### src/rtl/apb_bridge_pkg.sv
// ============================================================================
// apb_bridge_pkg
// Shared types and helpers for the APB requester bridge:
//   state_t    - bridge FSM states (IDLE / SETUP / ACCESS)
//   sel_width  - number of upper address bits used to pick a completer
//   rsp_ctl_t  - response control flags (valid pulse + error)
// ============================================================================
package apb_bridge_pkg;

    typedef enum logic [1:0] {
        ST_IDLE   = 2'd0,
        ST_SETUP  = 2'd1,
        ST_ACCESS = 2'd2
    } state_t;

    // At least one select bit, even with a single completer, so that the
    // upper half of the address map reports a decode error.
    function automatic int sel_width(input int num_slaves);
        return (num_slaves <= 2) ? 1 : $clog2(num_slaves);
    endfunction

    typedef struct packed {
        logic valid;
        logic err;
    } rsp_ctl_t;

endpackage

### src/rtl/apb_bridge_if.sv
// ============================================================================
// apb_bridge_if
// Bundles the request/response port and the N-completer APB bus of the bridge.
//   slave  modport : seen by the bridge (takes requests, drives APB)
//   master modport : seen by the request source / completer environment
// Parameters NUM_SLAVES, ADDR_W, DATA_W must match the bridge instance.
// ============================================================================
interface apb_bridge_if #(
    parameter int NUM_SLAVES = 4,
    parameter int ADDR_W     = 8,
    parameter int DATA_W     = 32
);
    // request / response side
    logic                         req_valid;
    logic                         req_ready;
    logic                         req_write;
    logic [ADDR_W-1:0]            req_addr;
    logic [DATA_W-1:0]            req_wdata;
    logic                         rsp_valid;
    logic [DATA_W-1:0]            rsp_rdata;
    logic                         rsp_err;
    // APB side
    logic [NUM_SLAVES-1:0]        psel;
    logic                         penable;
    logic                         pwrite;
    logic [ADDR_W-1:0]            paddr;
    logic [DATA_W-1:0]            pwdata;
    logic [NUM_SLAVES*DATA_W-1:0] prdata;
    logic [NUM_SLAVES-1:0]        pready;
    logic [NUM_SLAVES-1:0]        pslverr;

    modport slave (
        input  req_valid, req_write, req_addr, req_wdata,
        input  prdata, pready, pslverr,
        output req_ready, rsp_valid, rsp_rdata, rsp_err,
        output psel, penable, pwrite, paddr, pwdata
    );

    modport master (
        output req_valid, req_write, req_addr, req_wdata,
        output prdata, pready, pslverr,
        input  req_ready, rsp_valid, rsp_rdata, rsp_err,
        input  psel, penable, pwrite, paddr, pwdata
    );

endinterface

### src/rtl/apb_addr_decode.sv
// ============================================================================
// apb_addr_decode
// Combinational completer decode from the top SEL_BITS address bits.
//   addr       in  ADDR_W      request address
//   sel_onehot out NUM_SLAVES  one-hot completer select (all zero on error)
//   range_err  out 1           index does not map to an existing completer
// ============================================================================
module apb_addr_decode
    import apb_bridge_pkg::*;
#(
    parameter int NUM_SLAVES = 4,
    parameter int ADDR_W     = 8,
    parameter int SEL_BITS   = sel_width(NUM_SLAVES)
) (
    input  logic [ADDR_W-1:0]     addr,
    output logic [NUM_SLAVES-1:0] sel_onehot,
    output logic                  range_err
);

    logic [SEL_BITS-1:0] idx;

    assign idx = addr[ADDR_W-1 -: SEL_BITS];

    genvar gi;
    generate
        for (gi = 0; gi < NUM_SLAVES; gi++) begin : g_sel
            assign sel_onehot[gi] = (32'(idx) == gi);
        end
    endgenerate

    assign range_err = (32'(idx) >= 32'(NUM_SLAVES));

endmodule

### src/rtl/apb_bridge_n.sv
// ============================================================================
// apb_bridge_n
// APB requester bridge: takes single read/write requests on a valid/ready
// port, decodes the completer from the upper address bits, runs an
// IDLE/SETUP/ACCESS transfer (PREADY wait states, PSLVERR) and returns one
// single-cycle response per request. Decode errors respond one cycle after
// acceptance without touching the APB bus.
//   clk, rst : clock, synchronous active-high reset
//   bus      : apb_bridge_if.slave (request/response port + APB bus)
// Build option: define APB_TIMEOUT_EN to abort an ACCESS phase that has not
// seen PREADY after TIMEOUT_CYCLES cycles (response with error).
// ============================================================================
module apb_bridge_n
    import apb_bridge_pkg::*;
#(
    parameter int NUM_SLAVES     = 4,
    parameter int ADDR_W         = 8,
    parameter int DATA_W         = 32,
    parameter int TIMEOUT_CYCLES = 16
) (
    input  logic         clk,
    input  logic         rst,
    apb_bridge_if.slave  bus
);

    state_t                state_reg, state_next;
    rsp_ctl_t              rsp_ctl_reg, rsp_ctl_next;
    logic [DATA_W-1:0]     rsp_rdata_reg, rsp_rdata_next;

    logic [ADDR_W-1:0]     addr_reg;
    logic [DATA_W-1:0]     wdata_reg;
    logic                  write_reg;
    logic [NUM_SLAVES-1:0] sel_reg;

    logic [NUM_SLAVES-1:0] dec_onehot;
    logic                  dec_err;
    logic                  accept;
    logic                  pready_sel;
    logic                  pslverr_sel;
    logic [DATA_W-1:0]     prdata_sel;
    logic [DATA_W-1:0]     prdata_masked [NUM_SLAVES];
    logic                  tmo_abort;

    apb_addr_decode #(
        .NUM_SLAVES (NUM_SLAVES),
        .ADDR_W     (ADDR_W)
    ) u_decode (
        .addr       (bus.req_addr),
        .sel_onehot (dec_onehot),
        .range_err  (dec_err)
    );

    assign bus.req_ready = (state_reg == ST_IDLE) & ~rst;
    assign accept        = bus.req_valid & bus.req_ready;

    // Only the latched completer contributes; everyone else is masked off.
    assign pready_sel  = |(bus.pready  & sel_reg);
    assign pslverr_sel = |(bus.pslverr & sel_reg);

    genvar gi;
    generate
        for (gi = 0; gi < NUM_SLAVES; gi++) begin : g_rdmux
            assign prdata_masked[gi] = bus.prdata[gi*DATA_W +: DATA_W] & {DATA_W{sel_reg[gi]}};
        end
    endgenerate

    always_comb begin
        prdata_sel = '0;
        for (int i = 0; i < NUM_SLAVES; i++) begin
            prdata_sel = prdata_sel | prdata_masked[i];
        end
    end

`ifdef APB_TIMEOUT_EN
    localparam int TMO_W = $clog2(TIMEOUT_CYCLES + 1);

    logic [TMO_W-1:0] tmo_cnt_reg;

    // Counts completed ACCESS cycles; value k means this is ACCESS cycle k+1.
    always_ff @(posedge clk) begin
        if (rst) begin
            tmo_cnt_reg <= '0;
        end else if (state_reg == ST_SETUP) begin
            tmo_cnt_reg <= '0;
        end else if (state_reg == ST_ACCESS) begin
            tmo_cnt_reg <= tmo_cnt_reg + 1'b1;
        end
    end

    assign tmo_abort = (state_reg == ST_ACCESS) && !pready_sel &&
                       (tmo_cnt_reg == TMO_W'(TIMEOUT_CYCLES - 1));
`else
    // ACCESS waits for PREADY indefinitely; TIMEOUT_CYCLES has no effect here.
    if (TIMEOUT_CYCLES < 1) begin : g_tmo_unused
    end
    assign tmo_abort = 1'b0;
`endif

    // Request latch: only decodable requests are captured so the APB address
    // and data lines do not move on a decode error.
    always_ff @(posedge clk) begin
        if (rst) begin
            addr_reg  <= '0;
            wdata_reg <= '0;
            write_reg <= 1'b0;
            sel_reg   <= '0;
        end else if (accept && !dec_err) begin
            addr_reg  <= bus.req_addr;
            wdata_reg <= bus.req_wdata;
            write_reg <= bus.req_write;
            sel_reg   <= dec_onehot;
        end
    end

    always_ff @(posedge clk) begin
        if (rst) begin
            state_reg     <= ST_IDLE;
            rsp_ctl_reg   <= '0;
            rsp_rdata_reg <= '0;
        end else begin
            state_reg     <= state_next;
            rsp_ctl_reg   <= rsp_ctl_next;
            rsp_rdata_reg <= rsp_rdata_next;
        end
    end

    always_comb begin
        state_next         = state_reg;
        rsp_ctl_next.valid = 1'b0;
        rsp_ctl_next.err   = rsp_ctl_reg.err;
        rsp_rdata_next     = rsp_rdata_reg;
        case (state_reg)
            ST_IDLE: begin
                if (accept) begin
                    if (dec_err) begin
                        rsp_ctl_next.valid = 1'b1;
                        rsp_ctl_next.err   = 1'b1;
                        rsp_rdata_next     = '0;
                    end else begin
                        state_next = ST_SETUP;
                    end
                end
            end
            ST_SETUP: begin
                state_next = ST_ACCESS;
            end
            ST_ACCESS: begin
                if (pready_sel) begin
                    state_next         = ST_IDLE;
                    rsp_ctl_next.valid = 1'b1;
                    rsp_ctl_next.err   = pslverr_sel;
                    rsp_rdata_next     = (!write_reg && !pslverr_sel) ? prdata_sel : '0;
                end else if (tmo_abort) begin
                    state_next         = ST_IDLE;
                    rsp_ctl_next.valid = 1'b1;
                    rsp_ctl_next.err   = 1'b1;
                    rsp_rdata_next     = '0;
                end
            end
            default: begin
                state_next = ST_IDLE;
            end
        endcase
    end

    assign bus.psel      = (state_reg == ST_SETUP || state_reg == ST_ACCESS) ? sel_reg : '0;
    assign bus.penable   = (state_reg == ST_ACCESS);
    assign bus.pwrite    = write_reg;
    assign bus.paddr     = addr_reg;
    assign bus.pwdata    = wdata_reg;
    assign bus.rsp_valid = rsp_ctl_reg.valid;
    assign bus.rsp_err   = rsp_ctl_reg.err;
    assign bus.rsp_rdata = rsp_rdata_reg;

endmodule

### src/flat_wrapper.sv
// flat-port wrapper written by rule: the top's interface ports become plain ports
module apb_bridge_n_flat import apb_bridge_pkg::*;
#(
    parameter int NUM_SLAVES     = 4,
    parameter int ADDR_W         = 8,
    parameter int DATA_W         = 32,
    parameter int TIMEOUT_CYCLES = 16
)
  (clk, rst, bus_req_valid, bus_req_write, bus_req_addr, bus_req_wdata, bus_prdata, bus_pready, bus_pslverr, bus_req_ready, bus_rsp_valid, bus_rsp_rdata, bus_rsp_err, bus_psel, bus_penable, bus_pwrite, bus_paddr, bus_pwdata);
  apb_bridge_if #(.NUM_SLAVES(NUM_SLAVES), .ADDR_W(ADDR_W), .DATA_W(DATA_W)) bus_i ();
  input  logic clk;
  input  logic rst;
  input wire logic [$bits(bus_i.req_valid)-1:0] bus_req_valid;
  input wire logic [$bits(bus_i.req_write)-1:0] bus_req_write;
  input wire logic [$bits(bus_i.req_addr)-1:0] bus_req_addr;
  input wire logic [$bits(bus_i.req_wdata)-1:0] bus_req_wdata;
  input wire logic [$bits(bus_i.prdata)-1:0] bus_prdata;
  input wire logic [$bits(bus_i.pready)-1:0] bus_pready;
  input wire logic [$bits(bus_i.pslverr)-1:0] bus_pslverr;
  output wire logic [$bits(bus_i.req_ready)-1:0] bus_req_ready;
  output wire logic [$bits(bus_i.rsp_valid)-1:0] bus_rsp_valid;
  output wire logic [$bits(bus_i.rsp_rdata)-1:0] bus_rsp_rdata;
  output wire logic [$bits(bus_i.rsp_err)-1:0] bus_rsp_err;
  output wire logic [$bits(bus_i.psel)-1:0] bus_psel;
  output wire logic [$bits(bus_i.penable)-1:0] bus_penable;
  output wire logic [$bits(bus_i.pwrite)-1:0] bus_pwrite;
  output wire logic [$bits(bus_i.paddr)-1:0] bus_paddr;
  output wire logic [$bits(bus_i.pwdata)-1:0] bus_pwdata;
  assign bus_i.req_valid = bus_req_valid;
  assign bus_i.req_write = bus_req_write;
  assign bus_i.req_addr = bus_req_addr;
  assign bus_i.req_wdata = bus_req_wdata;
  assign bus_i.prdata = bus_prdata;
  assign bus_i.pready = bus_pready;
  assign bus_i.pslverr = bus_pslverr;
  assign bus_req_ready = bus_i.req_ready;
  assign bus_rsp_valid = bus_i.rsp_valid;
  assign bus_rsp_rdata = bus_i.rsp_rdata;
  assign bus_rsp_err = bus_i.rsp_err;
  assign bus_psel = bus_i.psel;
  assign bus_penable = bus_i.penable;
  assign bus_pwrite = bus_i.pwrite;
  assign bus_paddr = bus_i.paddr;
  assign bus_pwdata = bus_i.pwdata;
  apb_bridge_n #(.NUM_SLAVES(NUM_SLAVES), .ADDR_W(ADDR_W), .DATA_W(DATA_W), .TIMEOUT_CYCLES(TIMEOUT_CYCLES)) u_core (.clk(clk), .rst(rst), .bus(bus_i));
endmodule
### config.mk
export PLATFORM = sky130hd
export DESIGN_NAME = apb_bridge_n_flat
export DESIGN_NICKNAME = d
export VERILOG_FILES = /design/src/rtl/apb_bridge_pkg.sv /design/src/rtl/apb_bridge_if.sv /design/src/rtl/apb_addr_decode.sv /design/src/rtl/apb_bridge_n.sv /design/src/flat_wrapper.sv
export SDC_FILE = /design/constraint.sdc
export NUM_CORES = 1
export LEC_CHECK = 0
export BUFFER_PORTS_ARGS = -buffer_cell sky130_fd_sc_hd__buf_2
export CELL_PAD_IN_SITES_DETAIL_PLACEMENT = 1
export CELL_PAD_IN_SITES_GLOBAL_PLACEMENT = 2
export CORE_MARGIN = 4
export CORE_UTILIZATION = 19
export DETAILED_ROUTE_END_ITERATION = 8
export PLACE_DENSITY = 0.75
export SYNTH_ARGS = -nofsm -noshare
export SYNTH_HDL_FRONTEND = slang
export SYNTH_HIERARCHICAL = 1
export SYNTH_SLANG_ARGS = --single-unit
### constraint.sdc
create_clock -name clk -period 1.7 [get_ports clk]
set_input_delay 0.17 -clock clk [delete_from_list [all_inputs] [get_ports clk]]
set_output_delay 0.17 -clock clk [all_outputs]
set_load 0.1 [all_outputs]
==> qor.yml, run 1 <==
tritoncts: "yes"
cp_max_fo: 10
grt_start_max_net_pins: 64
ys_seq_elements: 81
dieArea_um2: 22500
dr_total_vias: 4353
path_depth: 6
p_total_mw: 5.74
p_per_area_nw_per_um2: 947
start_util: 0.195
multi_input_area_um2: 2040
cp.required_ps: 1930
nFillCells: 2433
avgSynthCellArea_um2: 8.33
setup_tns_ps: 0
io_buffers: 260
finish.instance_area_um2: 6060
layout_min_cycle_time_ps: 1640
grt_pass1_wl_um: 22900
drtPass1Iterations: 4
placed_cells: 954
core_area_um2: 19700
outcome: "finished, final reports clean"
place_ws_ps: 31.8
die-width_um: 150
wirelength_um: 16300
fin_nets: 892
post-route-period-util: 0.963
leakage_nw: 2.78
clock-root-buffer: "clkbuf_16"
path_cells: "a22oi_2, a32oi_4, buf_12, buf_4, clkbuf_16, a31o_2"
fp.dieH_um: 150
cp.arrival_ps: 1870
grtUsageTotal: 0.130
drc_errors: 0
finalSetupViolations: 0
synth.distinct_cells: 30
htree_levels: 3
ff2ff_path_depth: 6
slowest_stage: "dfxtp_1"
ant_nets: 0
drive_gt1_frac: 0.448
boundaryPins: 261
cp.buffers_inverters: 3
cts.clk_slew.worst_paths_ps: 60
worst_pin_slew_ps: 524
max_stage_delay_ps: 370
relSlewSlack: 0.653
maxSlewViolCount: 0
dp_hpwl_um: 11700
postSynthCellCount: 460
fmax_mhz: 611
cts.sinks: 81
via_per_inst: 4.45
seqCellArea_um2: 1630
overflow: 0
area_growth_pct: 58.2
holdBufCountCts: 0
hold_path.class: "primary input to flop"
cts_max_path_buffers: 2
grt_pass1_vias: 4268
antenna_found_initial: 3
cp-start-kind: "flop"
place_congestion: 0.696
worstSetupPathType: "flop to flop"
place_area_um2: 5560
crit_path_end_kind: "flop"
hold_violations: 0
ys.warnings.count: 6
irDropWorstVdd_uv: 511
row_count: 51
fin_ws_ps: 63.0
wire_per_inst_um: 16.7
syn_nets: 644
skew_ps: 6.96
cp_top_family: "compound AO/OA/AOI/OAI gates"
numCtsBuffers: 9
drtIter0Drc: 151
min_path_cells: 3
syn_area_um2: 3830
seq_area_frac_synth: 0.423
drv_cap: 0
worstSkewPairLatency_ps: 340
fin_cells: 978
-- cells by family (layout without fill, tap and decap cells) --
logic type / count (synthesis) / after routing / share of synthesized area
AOI/OAI and AO/OA: 147 / 147 / 0.271
buffers and inverters: 48 / 300 / 0.0656
DFF: 81 / 81 / 0.423
adders and majority gates: 4 / 4 / 0.0131
muxes: 2 / 2 / 0.00523
and+or+nand+nor: 177 / 177 / 0.221
other: 1 / 2 / 0.000979
-- tightest hold or removal path, cell delays in order --
cell     delay (ps)
buf_2           100
nand2_1          40
a21oi_1          50
-- stage by stage --
stage | util | hold WS, ps
CTS | 0.298 | 46.9
detailed placement | 0.283 | 418
floorplan | - | 306
global route | 0.308 | 54.1
global placement | 0.283 | 411
finish | 0.308 | 63.2
-- report_power, final --
group	switching [mW]	internal, mW
clock network	0.792	1.17
registers	0.0551	1.98
logic	1.14	0.605
-- path summary, 6_finish.rpt --
| kind | start | to | slack, ps |
|---|---|---|---|
| min | bus_req_wdata[9] | u_core/bus.pwdata[9] | 60 |
| max | u_core/sel_reg[0] | u_core/bus.rsp_rdata[0] | 60 |
| min reg2reg | u_core/bus.paddr[3] | u_core/bus.paddr[3] | 450 |
| max reg2reg | u_core/sel_reg[0] | u_core/bus.rsp_rdata[0] | 60 |
-- placed cells by master (no fill, tap or decap), types with 2 or more instances in the layout --
cell type	instances
buf_2	255
a21oi_2	3
mux2i_1	2
ha_4	2
clkbuf_16	13
clkinv_2	2
a31o_2	2
a31o_1	30
nor2_1	5
nor3b_1	33
ha_1	2
a21oi_1	42
buf_6	3
nand2_1	124
and2_1	4
a22oi_2	2
a32oi_1	2
a22oi_1	64
buf_4	6
dfxtp_1	79
buf_12	14
-- cells in the mapped netlist --
| library cell | number | area (µm²) |
|---|---|---|
| buf_2 | 12 | 60.1 |
| nor2b_1 | 2 | 12.5 |
| buf_6 | 7 | 78.8 |
| a31o_2 | 2 | 17.5 |
| a22oi_1 | 66 | 495 |
| nor3_1 | 1 | 5.00 |
| and3b_1 | 1 | 8.76 |
| nand3_1 | 1 | 5.00 |
| nor3b_1 | 33 | 248 |
| buf_1 | 2 | 7.51 |
| and2_1 | 4 | 25.0 |
| nand4b_1 | 1 | 8.76 |
| a222oi_1 | 1 | 10.0 |
| nand4bb_1 | 1 | 11.3 |
| nand2_1 | 124 | 465 |
| mux2i_1 | 2 | 20.0 |
| nor3_4 | 1 | 16.3 |
| nand2b_1 | 1 | 6.26 |
| dfxtp_1 | 81 | 1620 |
| a32oi_1 | 3 | 26.3 |
| inv_1 | 2 | 7.51 |
| conb_1 | 1 | 3.75 |
| a21oi_1 | 45 | 225 |
| clkbuf_1 | 24 | 90.1 |
| and2_2 | 1 | 7.51 |
| ha_1 | 4 | 50.1 |
| and2b_2 | 1 | 8.76 |
| buf_4 | 1 | 7.51 |
| nor2_1 | 5 | 18.8 |
| a31o_1 | 30 | 263 |
-- area by class of cell --
| type | count | share of cell area |
|---|---|---|
| Sequential cell | 81 | 0.268 |
| Timing Repair Buffer | 283 | 0.289 |
| Multi-Input combinational cell | 331 | 0.337 |
| Clock inverter | 5 | 0.00929 |
| Inverter | 2 | 0.00165 |
| Antenna cell | 1 | 0.000413 |
| Tap cell | 265 | 0.0547 |
| Clock buffer | 10 | 0.0394 |
-- per-layer routing --
metal	part of all wire	global-route usage
met2	0.50	0.227
met3	0.094	0.0494
met5	0.00092	0
met4	0.014	0.0384
met1	0.39	0.146
-- timing repair --
action | in CTS | in global routing
setup buffers | 0 | 3
gates cloned | 0 | 5
pin swaps | 0 | 1
resized for setup | 3 | 14
setup endpoints to repair | 3 | 68
No activity file was read; power rests on OpenSTA's default activity.
==> run 2, diff against run 1 <==
--- a/config.mk
+++ b/config.mk
@@ -5,14 +5,14 @@
 export SDC_FILE = /design/constraint.sdc
 export NUM_CORES = 1
 export LEC_CHECK = 0
+export ABC_AREA = 0
 export BUFFER_PORTS_ARGS = -buffer_cell sky130_fd_sc_hd__buf_2
 export CELL_PAD_IN_SITES_DETAIL_PLACEMENT = 1
 export CELL_PAD_IN_SITES_GLOBAL_PLACEMENT = 2
 export CORE_MARGIN = 4
-export CORE_UTILIZATION = 19
+export CORE_UTILIZATION = 20
 export DETAILED_ROUTE_END_ITERATION = 8
-export PLACE_DENSITY = 0.75
+export PLACE_DENSITY = 0.76
 export SYNTH_ARGS = -nofsm -noshare
 export SYNTH_HDL_FRONTEND = slang
-export SYNTH_HIERARCHICAL = 1
 export SYNTH_SLANG_ARGS = --single-unit
==> qor.yml, run 2 <==
dp_hpwl_um: 12500
boundaryPins: 261
worstSetupPathType: "flop to output port"
wire_per_inst_um: 17.0
dieArea_um2: 22600
syn_nets: 648
fin_nets: 898
postSynthCellCount: 464
p_int_mw: 4.33
ys_async_sr_fraction: 0
place_ws_ps: 144
synth_top_area_share: 0.400
drtPass1Iterations: 4
via_per_inst: 4.52
clockPowerShare: 0.302
finalSetupViolations: 0
maxSlewViolCount: 0
worstSkewPairLatency_ps: 330
cp.arrival_ps: 1470
drv_cap: 0
outcome: "finished, final reports clean"
layout_min_cycle_time_ps: 1640
ys.warnings.count: 0
antenna_found_initial: 4
postCtsSetupBuffers: 0
rsz0062_at_grt: "false"
synth_area_leaders: "dfxtp_1 (40%), a22o_1 (14%), nand2_1 (8.0%)"
cp-start-kind: "flop"
drtIter0Drc: 105
ant_nets: 0
overflow: 0
cts_max_path_buffers: 2
hold_violations: 0
drc_errors: 0
grt_pass1_vias: 4763
place_congestion: 0.710
cp_max_fo: 4
crit_start: "u_core.state_reg[0]"
grt_pass1_wl_um: 25000
place_area_um2: 5790
die-width_um: 150
ys_seq_elements: 81
cts.clk_slew.worst_paths_ps: 60
core_area_um2: 19700
leakage_nw: 2.90
io_buffers: 260
r2r-start: "u_core.sel_reg[3]"
diodes: 0
grtUsageTotal: 0.141
synthTopCellsByCount: "nand2_1 (86), dfxtp_1 (81), a22o_1 (64), nand3b_1 (41), inv_1 (36)"
numCtsBuffers: 9
finish.instance_area_um2: 6200
row_count: 51
area_growth_pct: 52.9
drive_gt1_frac: 0.432
dr_total_vias: 4435
skew_ps: 6.11
avgSynthCellArea_um2: 8.74
min_path_cells: 3
synth.distinct_cells: 36
tritoncts: "yes"
p_seq_frac: 0.300
combPwrFrac: 0.399
grt_start_max_net_pins: 43
cp.required_ps: 1530
post-synth-top-count-cell: "nand2_1"
final_cell_mix: "buf_2 (255), nand2_1 (86), dfxtp_1 (79), a22o_1 (64), nand3b_1 (41)"
timing.rr.end: "u_core.bus.rsp_rdata[30]"
final_util: 0.315
ff2ff_path_depth: 5
fp.dieH_um: 150
switching_power_mw: 3.09
synth_top_area_cell: "dfxtp_1"
synth_ff_type: "dfxtp_1"
swShare: 0.417
htree_levels: 3
crit_end: "bus_psel[2]"
start_util: 0.206
rrSetupSlack_ps: 210
seq_area_frac_synth: 0.400
layout_commonest_cell: "buf_2"
fin_ws_ps: 56.5
relSlewSlack: 0.650
hold_path.class: "primary input to flop"
cts.sinks: 81
p_per_area_nw_per_um2: 1200
synth-edff-count: 0
clock-root-buffer: "clkbuf_16"
syn_area_um2: 4060
wirelength_um: 16700
worst_pin_slew_ps: 529
irDropWorstVdd_uv: 599
post-route-period-util: 0.967
crit_path_end_kind: "output port"
fmax_mhz: 608
[run 2: changes by cell type in the layout (fill, tap and decap cells not counted), sizes merged, moves of 4 or more]
cell / before / now
a21oi: 45 / 8
nor2b: 2 / 6
nand4: 0 / 4
nand2: 124 / 86
a22o: 0 / 65
a22oi: 66 / 4
o32ai: 0 / 32
nand3b: 0 / 42
a31o: 32 / 0
o21ai: 0 / 32
dlygate4sd3: 0 / 6
inv: 2 / 36
nor3b: 33 / 1
[run 2: metrics by stage]
| step | instances | TNS (ps) | hold WS (ps) | power, mW |
|---|---|---|---|---|
| after floorplan | 464 | -76.7 | 269 | 4.40 |
| after CTS | 982 | 0 | 0.416 | 7.56 |
| final | 982 | 0 | 19.7 | 7.42 |
| after detailed placement | 962 | 0 | 360 | 5.19 |
| after global routing | 982 | 0 | 5.01 | 7.80 |
| after global placement | 962 | 0 | 353 | 5.18 |
[run 2: worst min path at each step]
stage,startpoint,endpoint,slack [ps]
after floorplan,bus_req_addr[0],u_core.bus.paddr[0],270
after global placement,bus_req_wdata[12],u_core.bus.pwdata[12],350
after detailed placement,bus_req_wdata[9],u_core.bus.pwdata[9],360
after CTS,bus_req_wdata[14],u_core.bus.pwdata[14],0.4
after global routing,bus_req_wdata[14],u_core.bus.pwdata[14],5
final,bus_req_wdata[18],u_core.bus.pwdata[18],20
[run 2: cell type report]
cell class,count,area (µm²)
multi-input cells,303,2100
flip-flops and latches,81,1620
well taps,265,332
inverters,36,135
clock buffers,11,243
repair buffers,283,1680
clock inverters,3,90.1
fillers,2377,13500
[run 2: kinds of logic after synthesis]
| family | after synthesis | share of synthesized area |
|---|---|---|
| compound gates | 147 | 0.295 |
| flops | 81 | 0.400 |
| fa+ha+maj | 4 | 0.0123 |
| simple gates | 151 | 0.199 |
| mux | 1 | 0.00278 |
| buf+inv | 80 | 0.0916 |
[run 2: repair_timing]
action	in CTS	in global routing
gates resized for setup	6	2
setup endpoints to repair	5	5
hold endpoints to repair	6	0
hold buffers	6	0
pin swaps	1	0
[run 2: routing by layer]
layer	global-route usage	vias to the layer above	wire [µm]
met5	0	-	69
met4	0.0293	8	108
met3	0.0599	16	1820
met2	0.255	177	8120
met1	0.153	2058	6600
li1	-	2176	-
[run 2: critical path: stages, from the launching register on]
cell and delay [ps]:
dfxtp_1 360, inv_2 90, ha_4 320, and2_1 180, buf_12 180
[run 2: power groups by stage]
stage	logic (mW)	registers [mW]	clock network [mW]
after floorplan	0.863	3.54	0
after global placement	2.92	2.26	0
after detailed placement	2.93	2.26	0
after CTS	3.00	2.23	2.34
after global routing	3.13	2.25	2.42
final	2.96	2.23	2.24
